--- config.mk ---
export PLATFORM = sky130hd
export DESIGN_NAME = dpram_port_arbiter
export DESIGN_NICKNAME = d
export VERILOG_FILES = /design/src/rtl/dpram_port_arbiter.sv
export SDC_FILE = /design/constraint.sdc
export NUM_CORES = 1
export LEC_CHECK = 0
export BUFFER_PORTS_ARGS = -buffer_cell sky130_fd_sc_hd__buf_2
export CAP_MARGIN = 20
export CORE_UTILIZATION = 45
export CTS_BUF_LIST = sky130_fd_sc_hd__clkbuf_16
export DETAILED_ROUTE_END_ITERATION = 6
export PLACE_DENSITY_LB_ADDON = 0.08
export SLEW_MARGIN = 20
export SYNTH_ARGS = -nofsm -noshare
export SYNTH_HDL_FRONTEND = slang
export SYNTH_SLANG_ARGS = --single-unit
--- constraint.sdc ---
create_clock -name clk -period 10.6 [get_ports clk]
set_input_delay 1.06 -clock clk [delete_from_list [all_inputs] [get_ports clk]]
set_output_delay 1.06 -clock clk [all_outputs]
set_load 0.05 [all_outputs]
--- src/rtl/dpram_port_arbiter.sv ---
`default_nettype none
// ============================================================================
// dpram_port_arbiter: round-robin sharing of a dual-port RAM among requesters
// Revision: 1.0
// ============================================================================
module dpram_port_arbiter #(
    parameter int NREQ = 4,
    parameter int AW   = 6,
    parameter int DW   = 8
) (
    input  logic                clk,
    input  logic                rst_n,
    input  logic [NREQ-1:0]     req_valid,
    input  logic [NREQ-1:0]     req_we,
    input  logic [NREQ*AW-1:0]  req_addr,
    input  logic [NREQ*DW-1:0]  req_wdata,
    output logic [NREQ-1:0]     req_ready,
    output logic [NREQ-1:0]     rsp_valid,
    output logic [NREQ*DW-1:0]  rsp_data,
    output logic [AW-1:0]       ram_addr_a,
    output logic [AW-1:0]       ram_addr_b,
    output logic [DW-1:0]       ram_data_a,
    output logic [DW-1:0]       ram_data_b,
    output logic                ram_we_a,
    output logic                ram_we_b,
    input  logic [DW-1:0]       ram_q_a,
    input  logic [DW-1:0]       ram_q_b,
    output logic [15:0]         conflict_cnt
);

    localparam logic [15:0] C_CNT_MAX = 16'hFFFF;

    logic [1:0]    r_ptr;
    logic          r_own_a_vld;
    logic [1:0]    r_own_a_tag;
    logic          r_own_b_vld;
    logic [1:0]    r_own_b_tag;
    logic [15:0]   r_conflict_cnt;

    logic [AW-1:0] w_addr  [NREQ];
    logic [DW-1:0] w_wdata [NREQ];

    logic          w_a_vld;
    logic [1:0]    w_a_idx;
    logic          w_b_cand;
    logic [1:0]    w_b_idx;
    logic          w_hazard;
    logic          w_b_vld;

    generate
        for (genvar gi = 0; gi < NREQ; gi++) begin : g_unpack
            assign w_addr[gi]  = req_addr[AW*gi +: AW];
            assign w_wdata[gi] = req_wdata[DW*gi +: DW];
        end
    endgenerate

    // Descending scan: the last hit wins, which is the first valid in ptr order.
    always_comb begin
        w_a_vld = 1'b0;
        w_a_idx = r_ptr;
        for (int k = NREQ - 1; k >= 0; k--) begin
            if (req_valid[r_ptr + 2'(k)]) begin
                w_a_vld = 1'b1;
                w_a_idx = r_ptr + 2'(k);
            end
        end
    end

    always_comb begin
        w_b_cand = 1'b0;
        w_b_idx  = w_a_idx;
        for (int k = NREQ - 1; k >= 1; k--) begin
            if (w_a_vld && req_valid[w_a_idx + 2'(k)]) begin
                w_b_cand = 1'b1;
                w_b_idx  = w_a_idx + 2'(k);
            end
        end
    end

    // Same address on both ports is only safe when both sides read.
    assign w_hazard = w_a_vld && w_b_cand &&
                      (w_addr[w_a_idx] == w_addr[w_b_idx]) &&
                      (req_we[w_a_idx] || req_we[w_b_idx]);
    assign w_b_vld  = w_b_cand && !w_hazard;

    always_comb begin
        req_ready = '0;
        if (w_a_vld) begin
            req_ready[w_a_idx] = 1'b1;
        end
        if (w_b_vld) begin
            req_ready[w_b_idx] = 1'b1;
        end
    end

    always_comb begin
        ram_addr_a = '0;
        ram_data_a = '0;
        ram_we_a   = 1'b0;
        ram_addr_b = '0;
        ram_data_b = '0;
        ram_we_b   = 1'b0;
        if (w_a_vld) begin
            ram_addr_a = w_addr[w_a_idx];
            ram_data_a = w_wdata[w_a_idx];
            ram_we_a   = req_we[w_a_idx];
        end
        if (w_b_vld) begin
            ram_addr_b = w_addr[w_b_idx];
            ram_data_b = w_wdata[w_b_idx];
            ram_we_b   = req_we[w_b_idx];
        end
    end

    always_ff @(posedge clk or negedge rst_n) begin
        if (!rst_n) begin
            r_ptr          <= 2'd0;
            r_own_a_vld    <= 1'b0;
            r_own_a_tag    <= 2'd0;
            r_own_b_vld    <= 1'b0;
            r_own_b_tag    <= 2'd0;
            r_conflict_cnt <= 16'd0;
        end else begin
            if (w_a_vld) begin
                r_ptr <= (w_b_vld ? w_b_idx : w_a_idx) + 2'd1;
            end
            r_own_a_vld <= w_a_vld;
            r_own_a_tag <= w_a_idx;
            r_own_b_vld <= w_b_vld;
            r_own_b_tag <= w_b_idx;
            if (w_hazard && (r_conflict_cnt != C_CNT_MAX)) begin
                r_conflict_cnt <= r_conflict_cnt + 16'd1;
            end
        end
    end

    // A write response carries the RAM's write-through output, same as a read.
    always_comb begin
        rsp_valid = '0;
        rsp_data  = '0;
        for (int i = 0; i < NREQ; i++) begin
            if (r_own_a_vld && (r_own_a_tag == 2'(i))) begin
                rsp_valid[i]         = 1'b1;
                rsp_data[DW*i +: DW] = ram_q_a;
            end
            if (r_own_b_vld && (r_own_b_tag == 2'(i))) begin
                rsp_valid[i]         = 1'b1;
                rsp_data[DW*i +: DW] = ram_q_b;
            end
        end
    end

    assign conflict_cnt = r_conflict_cnt;

endmodule
`default_nettype wire

* Word level (Yosys, flattened, before mapping)
Index checks and enable logic that the tools add are counted.
** Storage, ports and cells
- Bits in registers :: 24
- Bits of input ports :: 82
** Cells by class
- Add/subtract/negate cells :: 8
- $lt $le $gt $ge :: 13
- Equality and inequality tests :: 8
- Mux-type cells :: 73
- Bitwise gates (word level) :: 3
- Reductions and logical operators :: 22
** Operators with widths (number)
- $mux W8 :: 14
- $mux W6 :: 6
- $bmux W8 S2 :: 2
- $mux W1 :: 28
- $lt A2 B3 Y1 const B :: 9
- $bmux W6 S2 :: 2
- $bmux W1 S2 :: 9
- $logic_and A1 B1 Y1 :: 18
- $add A16 B1 Y16 const B :: 1
- $mux W2 :: 8
- $ne A16 B16 Y1 const B :: 1
- $add A2 B2 Y2 const B :: 4
- $eq A2 B2 Y1 const B :: 4
- $mux W4 :: 2
- $add A2 B1 Y2 const B :: 3
- $eq A6 B6 Y1 :: 1
- $ge A3 B3 Y1 const B :: 2
- $not A2 Y3 :: 2
- $demux W1 S2 :: 2
- $eq A2 B1 Y1 const B :: 2
- $ge A2 B1 Y1 const B :: 2
- $logic_not A2 Y1 :: 2
- $or A4 B4 Y4 :: 1
- $logic_not A1 Y1 :: 1
- $logic_or A1 B1 Y1 :: 1

* Longest topological paths before layout
- Depth in word-level cells :: 25
- Mapped depth :: 21

* Worst setup path after synthesis
OpenSTA, ideal clock, no wires.
- Path type :: input to output
- Start :: input req_valid[1]
- End :: output ram_we_b
- Arrival :: 6263 ps
- Slack :: 3277 ps
- Stages on the path :: 19
- Buffers on the path :: 6
- Cells stage by stage :: buf_4 > nor3b_2 > a2111o_1 > and2_1 > buf_6 > buf_6 > buf_1 > ha_1 > inv_1 > o211ai_1 > a21o_1 > clkbuf_1 > a22o_1 > and4_1 > a2111oi_0 > a21oi_1 > and3_1 > buf_4 > a2111oi_1
** On the way
- Cells in the longest elaborated chain, start to end :: 23
- Elaborated cells on any way between the ends :: 54
** RTL lines
- start, declared :: line 13 : input logic [NREQ-1:0] req_valid,
- $bmux W1 S2 :: line 62 : if (req_valid[r_ptr + 2'(k)]) begin
- $mux W1 (not written as such) :: line 62
- $mux W2 (3 in a row) :: line 62
- $mux W2 * :: line 62
- via w_a_idx[1] :: line 44 : logic [1:0] w_a_idx;
- $add A2 B2 Y2 :: line 73, 75
- $bmux W1 S2 :: line 73 : if (w_a_vld && req_valid[w_a_idx + 2'(k)]) begin
- $mux W1 (not written as such) :: line 73
- [5 not listed]
- $bmux W6 S2 :: line 82 : (w_addr[w_a_idx] == w_addr[w_b_idx]) &&
- $mux W6 (not written as such) (2 in a row) :: line 82
- $eq A6 B6 Y1 :: line 82
- $logic_and A1 B1 Y1 :: line 81 : assign w_hazard = w_a_vld && w_b_cand &&
- $logic_and A1 B1 Y1 :: line 82
- $logic_not A1 Y1 :: line 84 : assign w_b_vld = w_b_cand && !w_hazard;
- $logic_and A1 B1 Y1 :: line 84
- $mux W1 * :: line 108 : if (w_b_vld) begin
- end, declared :: line 25 : output logic ram_we_b,
The timed path passes the listed nets; every way through them passes the cells marked *. The select of a mux whose other input is x is not followed.

* Worst setup path in the final report
- Start :: input req_valid[1]
- End :: output ram_we_b
** On the way
- Cells in the longest elaborated chain, start to end :: 23
- Elaborated cells on any way between the ends :: 54
** RTL lines (line)
- $bmux W1 S2 :: 62
- $mux W1 (not written as such) :: 62
- $mux W2 (4 in a row) :: 62
- $add A2 B2 Y2 :: 73, 75
- $bmux W1 S2 :: 73
- $mux W1 (not written as such) :: 73
- $logic_and A1 B1 Y1 :: 73
- $mux W2 (3 in a row) :: 73
- $not A2 Y3 (not written as such) :: 82
- $bmux W6 S2 :: 82
- $mux W6 (not written as such) (2 in a row) :: 82
- $eq A6 B6 Y1 :: 82
- $logic_and A1 B1 Y1 :: 81
- $logic_and A1 B1 Y1 :: 82
- $logic_not A1 Y1 :: 84
- $logic_and A1 B1 Y1 :: 84
- $mux W1 * :: 108
Mark *: on every way between the ends. The rest lies on a longest branch, timed or not. The select of a mux whose other input is x is not followed.

==> impl_metrics.json <==
{
  "syn2layout_area_growth_pct": 23.1,
  "cts_buffer_depth": 2,
  "routabilityCongestion": 0.840,
  "synthesis.area_sq_um": 3740,
  "fp.dieH_microns": 93.2,
  "overflow": 0,
  "antenna_found_initial": 0,
  "grt_pass1_wl_microns": 18000,
  "via_count": 4332,
  "final_cell_mix": "buf_2 (167), nand2_1 (91), a22o_1 (35)",
  "cts_hold_buf": 0,
  "worstPathArrival_ns": 5.98,
  "grt_pass1_vias": 3720,
  "io-pin-count": 168,
  "cts_made_buffers": 3,
  "drive_gt1_frac": 0.338,
  "regToRegSetupSlack_ns": 5.17,
  "drt_iter0_markers": 224,
  "worst_ep_required_time_ns": 9.54,
  "final_common_cell": "buf_2",
  "skew_ns": 0.00582,
  "critPathKind": "primary input to output pin",
  "port_buffers": 167,
  "dieArea_sq_um": 8690,
  "grt.total_usage": 0.255,
  "period_minus_slack_ns": 7.04,
  "async_reset_ff_frac": 1.00,
  "clkPwrFrac": 0.047,
  "start_util": 0.475,
  "run_status": "completed",
  "netlist_top_cells_area": "dfrtp_1 (16%), nand2_1 (9.1%), a22o_1 (8.2%)",
  "pwr-share-seq": 0.077,
  "cts.clk_slew.worst_paths_ns": 0.06,
  "nets": 719,
  "drtAntennaViolNets": 0,
  "cts_root_buffer": "clkbuf_16",
  "tritoncts": "built",
  "p_int_w": 0.000597,
  "syn_area_per_cell_sq_um": 7.61,
  "wl_microns": 11500,
  "hpwl_microns": 8900,
  "yosysTopAreaCell": "dfrtp_1",
  "sw_frac_of_total": 0.650,
  "clkSinkCount": 24,
  "hold_viol": 0,
  "n_antenna_cell": 0,
  "synth_top_flop_cell": "dfrtp_1",
  "p_per_area_nw_per_um2": 370,
  "pwr-share-comb": 0.875,
  "crit_fanout": 30,
  "ys_warn_count": 0,
  "grt_setup_unrepaired": "false",
  "slew_viol_final": 0,
  "design_area_sq_um": 4610,
  "core_area_sq_um": 7890,
  "cap_violations": 0,
  "via_per_inst": 5.92,
  "grt_start_max_net_pins": 39,
  "hold_path.class": "flip-flop to flip-flop",
  "cts_setup_buffers": 0,
  "synthCells": 492,
  "cp-start-kind": "primary input",
  "clk_latency_ns": 0.26,
  "synth_seq_area_share": 0.160,
  "slew-limit-headroom": 0.313,
  "htreeDepth": 1,
  "drc": 0,
  "multi_input_area_sq_um": 2860,
  "worst_pin_slew_ns": 1.03,
  "fmax_ghz": 0.142,
  "ys_ff_latch": 24,
  "rows": 32,
  "cts_resized": 0,
  "finalSetupTns_ns": 0,
  "holdWs_ns": 0.486,
  "leakage_nw": 2.31,
  "synth_edf_count": 0,
  "synth_nets": 579,
  "end_kind": "output pin",
  "die_w_microns": 93.2,
  "setup_violations": 0,
  "period_share": 0.664,
  "yosysTopAreaCellShare": 0.160,
  "placed_area_sq_um": 4530,
  "ff_latch_area_sq_um": 601,
  "ir_drop_mv": 0.215,
  "post_drt_wl_per_cell_microns": 15.7,
  "fillerInstances": 769,
  "drtPass1Iterations": 5,
  "p_switching_w": 0.00111,
  "ys_types": 72
}
-- cells by family (layout without fill, tap and decap cells) --
| logic type | count (synthesis) | after routing | synth area share |
|---|---|---|---|
| DFF | 24 | 24 | 0.160 |
| muxes | 32 | 32 | 0.119 |
| AOI/OAI and AO/OA | 131 | 131 | 0.282 |
| xor gates and xnor gates | 18 | 18 | 0.0441 |
| adders and majority gates | 6 | 6 | 0.0194 |
| buffers and inverters | 54 | 192 | 0.0749 |
| and+or+nand+nor | 227 | 227 | 0.300 |
-- cells in the mapped netlist (all sizes together), types with 2 or more instances --
library cell,count
o21ai,14
mux2,10
a21oi,10
a211oi,19
nor2b,6
nand4,4
mux4,8
nor3,4
inv,16
nor4,2
a31oi,3
dfrtp,24
a311oi,4
xnor2,18
nand2,92
a22oi,5
a22o,35
a211o,2
buf,24
a32o,4
or3,3
a21o,4
a2111oi,4
a21boi,3
and2,18
o211a,2
nand3,34
mux2i,14
and3,21
nor2,29
clkbuf,14
ha,5
o22ai,5
o211ai,6
nor3b,3
nand2b,6
or2,2
-- stage by stage --
| stage | total power (W) | std cells | setup slack [ns] | utilization |
|---|---|---|---|---|
| 2_1_floorplan | 0.00135 | 492 | 3.28 | - |
| 3_3_place_gp | 0.00161 | 729 | 3.70 | 0.575 |
| 3_5_place_dp | 0.00162 | 729 | 3.59 | 0.575 |
| 4_1_cts | 0.00171 | 732 | 3.57 | 0.584 |
| 5_1_grt | 0.00182 | 732 | 3.11 | 0.584 |
| 6_report | 0.00171 | 732 | 3.56 | 0.584 |
-- area by class of cell --
cell class                 count  area share
timing repair buffer         173       0.191
sequential                    24       0.130
inverter                      16      0.0130
tap                          102      0.0277
clock buffer                   3      0.0163
multi-input combinational    414       0.621
-- power by group through the flow --
stage	sequential, W	combinational, W	clock, W
finish	0.000132	0.00149	0.0000806
floorplan	0.000127	0.00122	0
detailed placement	0.000133	0.00149	0
global placement	0.000133	0.00148	0
global route	0.000135	0.00159	0.0000866
CTS	0.000132	0.00149	0.0000809
-- worst max-delay path: stages --
cell	delay, ns
buf_2	0.20
nor2_1	0.07
a2111o_1	0.44
and2_1	0.15
buf_4	0.26
ha_1	0.41
o211ai_2	0.11
a2bb2oi_2	0.31
a21o_1	0.17
buf_4	0.30
inv_1	0.39
and2_1	0.29
a2111oi_0	0.44
a21oi_1	0.13
and3_1	0.41
a2111oi_1	0.45
buf_2	0.33
-- state kept, by name, summed over array words and instances (netlist names) --
| register | cells |
|---|---|
| r_own_a_tag | 2 |
| conflict_cnt | 16 |
| r_own_a_vld | 1 |
| r_ptr | 2 |
| r_own_b_tag | 2 |
| r_own_b_vld | 1 |
-- routing by layer --
layer,up-vias,global-route usage,wire length [microns]
li1,2100,-,-
met1,2028,0.339,5000
met2,185,0.444,5600
met3,19,0.0293,762
met4,0,0.0538,158
met5,-,0,0
-- final timing paths --
check | start | to | depth (start not counted)
hold reg to reg | conflict_cnt[11] | conflict_cnt[11] | 1
hold / removal | conflict_cnt[11] | conflict_cnt[11] | 1
setup reg to reg | r_ptr[1] | conflict_cnt[1] | 16
max in group asynchronous | rst_n | r_own_a_vld | 1
min in group asynchronous | rst_n | conflict_cnt[12] | 1
setup / recovery | req_valid[1] | ram_we_b | 17
Note: power is estimated with default switching activity, not from simulation.
